**config.mk**
```make
export PLATFORM = sky130hd
export DESIGN_NAME = calc_sequencer_flat
export DESIGN_NICKNAME = d
export VERILOG_FILES = /design/src/rtl/calc_pkg.sv /design/src/rtl/calc_sequencer_if.sv /design/src/rtl/calc_cmd_fifo.sv /design/src/rtl/calc_sequencer.sv /design/src/flat_wrapper.sv
export SDC_FILE = /design/constraint.sdc
export NUM_CORES = 1
export LEC_CHECK = 0
export ABC_AREA = 1
export CAP_MARGIN = 0
export CORE_MARGIN = 5
export CORE_UTILIZATION = 30
export CTS_CLUSTER_DIAMETER = 100
export DETAILED_ROUTE_END_ITERATION = 10
export SLEW_MARGIN = 30
export SYNTH_ARGS = -nofsm -noshare
export SYNTH_HDL_FRONTEND = slang
export SYNTH_SLANG_ARGS = --single-unit
```
**constraint.sdc**
```tcl
create_clock -name clk -period 2.33 [get_ports clk]
set_input_delay 0.466 -clock clk [delete_from_list [all_inputs] [get_ports clk]]
set_output_delay 0.466 -clock clk [all_outputs]
set_load 0.02 [all_outputs]
```
**src/rtl/calc_pkg.sv**
```systemverilog
// Shared widths, types and FSM state encoding for the calculator sequencer.
package calc_pkg;

    localparam int unsigned CALC_OPCODE_W   = 14;
    localparam int unsigned CALC_RESULT_W   = 4;
    localparam int unsigned CALC_FIFO_DEPTH = 4;
    localparam int unsigned CALC_PTR_W      = 2;
    localparam int unsigned CALC_LEVEL_W    = 3;
    localparam int unsigned CALC_CNT_W      = 4;
    localparam int unsigned CALC_DONE_W     = 8;

    typedef logic [CALC_OPCODE_W-1:0] calc_opcode_t;
    typedef logic [CALC_RESULT_W-1:0] calc_result_t;

    typedef enum logic [1:0] {
        ST_IDLE   = 2'd0,
        ST_SETTLE = 2'd1,
        ST_RESP   = 2'd2
    } calc_state_e;

endpackage

```
**src/rtl/calc_sequencer_if.sv**
```systemverilog
// Command / calculator / response bundle of the calculator sequencer.
// slave : the sequencer side (takes commands, drives calc_opcode, offers results)
// master: the parent side (offers commands, drives calc_z, consumes results)
interface calc_sequencer_if;
    import calc_pkg::*;

    logic                    cmd_valid;
    logic                    cmd_ready;
    calc_opcode_t            cmd_opcode;
    calc_opcode_t            calc_opcode;
    calc_result_t            calc_z;
    logic                    rsp_valid;
    logic                    rsp_ready;
    calc_result_t            rsp_z;
    logic [CALC_LEVEL_W-1:0] fifo_level;
    logic                    busy;
    logic [CALC_DONE_W-1:0]  done_count;

    modport slave (
        input  cmd_valid, cmd_opcode, calc_z, rsp_ready,
        output cmd_ready, calc_opcode, rsp_valid, rsp_z, fifo_level, busy, done_count
    );

    modport master (
        output cmd_valid, cmd_opcode, calc_z, rsp_ready,
        input  cmd_ready, calc_opcode, rsp_valid, rsp_z, fifo_level, busy, done_count
    );

endinterface

```
**src/rtl/calc_cmd_fifo.sv**
```systemverilog
// 4-entry show-ahead command FIFO.
// Ports: clk, rst_n; push_i/din_i write side; pop_i read side; head_o is the
// oldest entry; full_o, empty_o and level_o report occupancy.
module calc_cmd_fifo
    import calc_pkg::*;
#(
    parameter int unsigned DEPTH = CALC_FIFO_DEPTH
) (
    input  logic                    clk,
    input  logic                    rst_n,
    input  logic                    push_i,
    input  calc_opcode_t            din_i,
    input  logic                    pop_i,
    output calc_opcode_t            head_o,
    output logic                    full_o,
    output logic                    empty_o,
    output logic [CALC_LEVEL_W-1:0] level_o
);

    calc_opcode_t            mem_q [DEPTH];
    logic [CALC_PTR_W-1:0]   wr_ptr_q;
    logic [CALC_PTR_W-1:0]   rd_ptr_q;
    logic [CALC_LEVEL_W-1:0] level_q;
    logic                    push_ok;
    logic                    pop_ok;

    // A push into a full FIFO is dropped even when a pop happens alongside.
    assign push_ok = push_i & ~full_o;
    assign pop_ok  = pop_i & ~empty_o;

    // Pointers and occupancy.
    always_ff @(posedge clk or negedge rst_n) begin
        if (!rst_n) begin
            wr_ptr_q <= '0;
            rd_ptr_q <= '0;
            level_q  <= '0;
        end else begin
            if (push_ok) wr_ptr_q <= wr_ptr_q + CALC_PTR_W'(1);
            if (pop_ok)  rd_ptr_q <= rd_ptr_q + CALC_PTR_W'(1);
            case ({push_ok, pop_ok})
                2'b10:   level_q <= level_q + CALC_LEVEL_W'(1);
                2'b01:   level_q <= level_q - CALC_LEVEL_W'(1);
                default: level_q <= level_q;
            endcase
        end
    end

    // Storage needs no reset; the level qualifies every read.
    always_ff @(posedge clk) begin
        if (push_ok) mem_q[wr_ptr_q] <= din_i;
    end

    assign head_o  = mem_q[rd_ptr_q];
    assign full_o  = (level_q == CALC_LEVEL_W'(DEPTH));
    assign empty_o = (level_q == '0);
    assign level_o = level_q;

endmodule

```
**src/rtl/calc_sequencer.sv**
```systemverilog
// Calculator sequencer: queues opcodes, drives each to an external
// calculator for SETTLE_CYCLES cycles, captures the result and offers it
// on a valid/ready response port.
// Ports: clk, rst_n (async, active low); bus (calc_sequencer_if.slave)
// carrying the command, calculator and response signals plus status.
module calc_sequencer
    import calc_pkg::*;
#(
    parameter int unsigned SETTLE_CYCLES = 2,
    parameter int unsigned FIFO_DEPTH    = CALC_FIFO_DEPTH
) (
    input  logic                 clk,
    input  logic                 rst_n,
    calc_sequencer_if.slave      bus
);

    calc_state_e            state_q, state_d;
    logic [CALC_CNT_W-1:0]  cnt_q, cnt_d;
    calc_opcode_t           calc_opcode_q, calc_opcode_d;
    calc_result_t           rsp_z_q, rsp_z_d;
    logic                   rsp_valid_q, rsp_valid_d;
    logic [CALC_DONE_W-1:0] done_q, done_d;

    logic                    issue;
    logic                    fifo_push;
    logic                    fifo_pop;
    calc_opcode_t            fifo_head;
    logic                    fifo_full;
    logic                    fifo_empty;
    logic [CALC_LEVEL_W-1:0] fifo_level;

    assign fifo_push = bus.cmd_valid & ~fifo_full;

    calc_cmd_fifo #(
        .DEPTH (FIFO_DEPTH)
    ) u_fifo (
        .clk     (clk),
        .rst_n   (rst_n),
        .push_i  (fifo_push),
        .din_i   (bus.cmd_opcode),
        .pop_i   (fifo_pop),
        .head_o  (fifo_head),
        .full_o  (fifo_full),
        .empty_o (fifo_empty),
        .level_o (fifo_level)
    );

    // State and output registers.
    always_ff @(posedge clk or negedge rst_n) begin
        if (!rst_n) begin
            state_q       <= ST_IDLE;
            cnt_q         <= '0;
            calc_opcode_q <= '0;
            rsp_z_q       <= '0;
            rsp_valid_q   <= 1'b0;
            done_q        <= '0;
        end else begin
            state_q       <= state_d;
            cnt_q         <= cnt_d;
            calc_opcode_q <= calc_opcode_d;
            rsp_z_q       <= rsp_z_d;
            rsp_valid_q   <= rsp_valid_d;
            done_q        <= done_d;
        end
    end

    // Next-state logic; issue loads the FIFO head from IDLE or straight out of RESP.
    always_comb begin
        state_d       = state_q;
        cnt_d         = cnt_q;
        calc_opcode_d = calc_opcode_q;
        rsp_z_d       = rsp_z_q;
        rsp_valid_d   = rsp_valid_q;
        done_d        = done_q;
        fifo_pop      = 1'b0;
        issue         = 1'b0;

        case (state_q)
            ST_IDLE: begin
                issue = ~fifo_empty;
            end
            ST_SETTLE: begin
                if (cnt_q != '0) begin
                    cnt_d = cnt_q - CALC_CNT_W'(1);
                end else begin
                    rsp_z_d     = bus.calc_z;
                    rsp_valid_d = 1'b1;
                    state_d     = ST_RESP;
                end
            end
            ST_RESP: begin
                if (bus.rsp_ready) begin
                    rsp_valid_d = 1'b0;
                    done_d      = done_q + CALC_DONE_W'(1);
                    issue       = ~fifo_empty;
                    if (fifo_empty) state_d = ST_IDLE;
                end
            end
            default: begin
                state_d = ST_IDLE;
            end
        endcase

        if (issue) begin
            calc_opcode_d = fifo_head;
            fifo_pop      = 1'b1;
            cnt_d         = CALC_CNT_W'(SETTLE_CYCLES - 1);
            state_d       = ST_SETTLE;
        end
    end

    assign bus.cmd_ready   = ~fifo_full;
    assign bus.calc_opcode = calc_opcode_q;
    assign bus.rsp_valid   = rsp_valid_q;
    assign bus.rsp_z       = rsp_z_q;
    assign bus.fifo_level  = fifo_level;
    assign bus.busy        = (state_q != ST_IDLE);
    assign bus.done_count  = done_q;

endmodule

```
**src/flat_wrapper.sv**
```systemverilog
// flat-port wrapper written by rule: the top's interface ports become plain ports
module calc_sequencer_flat import calc_pkg::*;
#(
    parameter int unsigned SETTLE_CYCLES = 2,
    parameter int unsigned FIFO_DEPTH    = CALC_FIFO_DEPTH
)
  (clk, rst_n, bus_cmd_valid, bus_cmd_opcode, bus_calc_z, bus_rsp_ready, bus_cmd_ready, bus_calc_opcode, bus_rsp_valid, bus_rsp_z, bus_fifo_level, bus_busy, bus_done_count);
  calc_sequencer_if bus_i ();
  input  logic clk;
  input  logic rst_n;
  input wire logic [$bits(bus_i.cmd_valid)-1:0] bus_cmd_valid;
  input wire logic [$bits(bus_i.cmd_opcode)-1:0] bus_cmd_opcode;
  input wire logic [$bits(bus_i.calc_z)-1:0] bus_calc_z;
  input wire logic [$bits(bus_i.rsp_ready)-1:0] bus_rsp_ready;
  output wire logic [$bits(bus_i.cmd_ready)-1:0] bus_cmd_ready;
  output wire logic [$bits(bus_i.calc_opcode)-1:0] bus_calc_opcode;
  output wire logic [$bits(bus_i.rsp_valid)-1:0] bus_rsp_valid;
  output wire logic [$bits(bus_i.rsp_z)-1:0] bus_rsp_z;
  output wire logic [$bits(bus_i.fifo_level)-1:0] bus_fifo_level;
  output wire logic [$bits(bus_i.busy)-1:0] bus_busy;
  output wire logic [$bits(bus_i.done_count)-1:0] bus_done_count;
  assign bus_i.cmd_valid = bus_cmd_valid;
  assign bus_i.cmd_opcode = bus_cmd_opcode;
  assign bus_i.calc_z = bus_calc_z;
  assign bus_i.rsp_ready = bus_rsp_ready;
  assign bus_cmd_ready = bus_i.cmd_ready;
  assign bus_calc_opcode = bus_i.calc_opcode;
  assign bus_rsp_valid = bus_i.rsp_valid;
  assign bus_rsp_z = bus_i.rsp_z;
  assign bus_fifo_level = bus_i.fifo_level;
  assign bus_busy = bus_i.busy;
  assign bus_done_count = bus_i.done_count;
  calc_sequencer #(.SETTLE_CYCLES(SETTLE_CYCLES), .FIFO_DEPTH(FIFO_DEPTH)) u_core (.clk(clk), .rst_n(rst_n), .bus(bus_i));
endmodule
```
==> metrics.cfg <==
[timing]
final-hold-violation-count = 0
tightest_slew_ns = 0.441
setup_viol = 0
drv_slew = 0
grt_setup_unrepaired = no
slew_headroom = 0.706
fin_ws_ns = 0.252
max_freq_ghz = 0.481
fin_worst_skew_ns = 0.00492
min_period_ns = 2.08
worst_hold_slack_ns = 0.00704
finalCritPeriodShare = 0.892

[yosys]
synth_top_flop_cell = edfxtp_1
synthXorXnorAreaFrac = 0.0172
yosys_warnings = 0
yosysMostFrequentCell = nand2_1
synth_top_cell_by_area = edfxtp_1
synthAdderAreaFrac = 0.0295
synthTopCellsByArea = edfxtp_1 41%, dfrtp_1 25%, nand2_1 10%
synth_cells = 393
ys_types = 28
synth_seq_area_share = 0.658
synthArstFlopShare = 0.417
avgSynthCellArea_um2 = 10.4
synth-edff-count = 56
synth_mux_area_frac = 0
synth_common_cells = 112 x nand2_1, 71 x nor2_1, 56 x edfxtp_1
synth_top_area_share = 0.413
synth_compound_area_frac = 0.0445
yosys.area_share.simple = 0.206
syn_area_um2 = 4080
synth_top_family_by_area = simple AND/OR/NAND/NOR gates
synth_nets = 424
ys_seq_elements = 96

[setup_path]
cp-start-kind = primary input
path_cells = clkdlybuf4s50_1 -> nand2_1 -> nand2_2 -> nand2_4 -> inv_2 -> ha_1 -> inv_1 -> fa_1 -> or2_2 -> nand2_1 -> xor2_1
cp_max_fo = 2
arrival_ns = 2.34
critPathMostFrequentCell = nand2_1
worst_ep_required_time_ns = 2.59
crit_path_top_delay_cell = clkdlybuf4s50_1
end_kind = flip-flop
critPathMaxStageDelay_ns = 0.50
crit_type = in -> reg

[detailed_routing]
dr.pass1.iters = 4
finalWirelength_um = 8410
wire_per_inst_um = 13.1
dr_total_vias = 2791
viasPerCell = 4.36
postRouteAntennaNets = 0
drc = 0
drtIter0Drc = 201

[cts]
postCtsSetupRepairBufs = 0
cts-root-buf = clkbuf_16
clkSinkCount = 96
clock_latency_ns = 0.34
cts_made_buffers = 9
clk_path_buf_depth = 2
postCtsHoldBufs = 0
cts_max_level = 3
cts_resized = 0
clk_pin_slew_ns = 0.07
cts_tree = built

[power_and_ir_drop]
p_leak_nw = 2.15
ir_drop_uv = 515
power_switching_share = 0.386
clockPowerShare = 0.207
power_density_nw_per_um2 = 1370
p_sw_mw = 2.72
combPwrFrac = 0.424
p_int_mw = 4.33
p_seq_frac = 0.369

[floorplan]
dieWidth_um = 127
die-area_um2 = 16000
rows = 42
die_y_um = 127
core-area_um2 = 13300
io_pins = 54
initial_utilization = 0.307

[place]
hpwl_um = 5700
port_buffers = 53
place_ws_ns = -0.0978
place.gp.congestion = 0.743

[run_status]
status = complete, no violations

[global_routing]
grt_max_degree = 30
antenna_found_initial = 0
grt_overflow = 0
grt_first_pass_wirelength_um = 14000
grt_pass1_vias = 2762
grt_usage = 0.110

[worst_hold_path]
hold_class = in -> async

[finish]
fillers = 1275
insertedDiodeCount = 0
final_net_count = 490
drive_above_1_share = 0.0991
synthToLayoutAreaGrowth_pct = 26.0

[job]
cap_violations = 0

path summary, 6_finish.rpt:
path                                startpoint                    endpoint  slack (ns)  cells past startpoint
min reg2reg                u_core.bus.rsp_z[0]         u_core.bus.rsp_z[0]        0.48                      2
max                              bus_rsp_ready    u_core.u_fifo.level_o[2]        0.25                     11
max in group asynchronous                rst_n  u_core.bus.calc_opcode[13]        1.77                      2
max reg2reg                  u_core.state_q[0]    u_core.u_fifo.level_o[2]        0.35                     11
min in group clk           u_core.bus.rsp_z[0]         u_core.bus.rsp_z[0]        0.48                      2
min                                      rst_n         u_core.bus.rsp_z[0]       0.007                      1
power by group through the flow:
stage / logic (mW) / registers (mW) / clock network (mW)
after floorplan: 1.71 / 2.87 / 0
after global placement: 2.96 / 2.62 / 0
after detailed placement: 3.03 / 2.63 / 0
after CTS: 3.05 / 2.60 / 1.51
after global routing: 3.36 / 2.65 / 1.56
final: 2.99 / 2.60 / 1.46
state kept, by name, indices dropped and copies added, names as in the netlist:
| signal | count |
|---|---|
| u_core.u_fifo.mem_q | 56 |
| u_core.u_fifo.wr_ptr_q | 2 |
| u_core.cnt_q | 4 |
| u_core.bus.rsp_z | 4 |
| u_core.state_q | 2 |
| u_core.u_fifo.level_o | 3 |
| u_core.bus.rsp_valid | 1 |
| u_core.u_fifo.rd_ptr_q | 2 |
| u_core.bus.done_count | 8 |
| u_core.bus.calc_opcode | 14 |
per-stage QoR:
step	instance area, µm²	total power [mW]	TNS, ns	cells	utilization
floorplan	4080	4.58	0	393	-
global placement	4840	5.58	-0.0410	624	0.364
detailed placement	4840	5.66	-0.0978	624	0.364
CTS	5140	7.16	0	640	0.386
global route	5140	7.58	0	640	0.386
finish	5140	7.05	0	640	0.386
area by class of cell:
cell class                 instances  area [µm²]  area share
sequential                        96        2680       0.522
multi-input combinational        259        1210       0.236
timing repair buffer              67         631       0.123
clock buffer                       9         225      0.0438
tap                              176         220      0.0429
inverter                          26        97.6      0.0190
clock inverter                     7        68.8      0.0134
logic make-up (layout without fill, tap and decap cells):
logic type | after synthesis | in the layout
flops | 96 | 96
fa+ha+maj | 9 | 9
compound gates | 35 | 35
xor+xnor | 8 | 8
simple gates | 207 | 207
buf+inv | 38 | 109
placed cells by master, fill, tap and decap left out, drive strengths merged, types with 8 or more instances in the layout:
cell and n:
buf 15, clkbuf 9, clkdlybuf4s50 52, dfrtp 40, edfxtp 56, ha 8, inv 28, nand2 118
nand3 13, nor2 73, o21ai 32
routing by layer:
metal | global-route usage | vias to the layer above | share of wire
met3 | 0.0244 | 14 | 0.043
met5 | 0 | - | 0
met2 | 0.182 | 48 | 0.49
li1 | - | 1405 | -
met4 | 0.0549 | 0 | 0.022
met1 | 0.136 | 1324 | 0.45
critical path, delay by kind of cell:
family | cells | cell delay [ns]
xor gates and xnor gates | 1 | 0.14
adders and majority gates | 2 | 0.52
buffers and inverters | 3 | 0.61
and+or+nand+nor | 5 | 0.60
No activity file was read; power rests on OpenSTA's default activity.
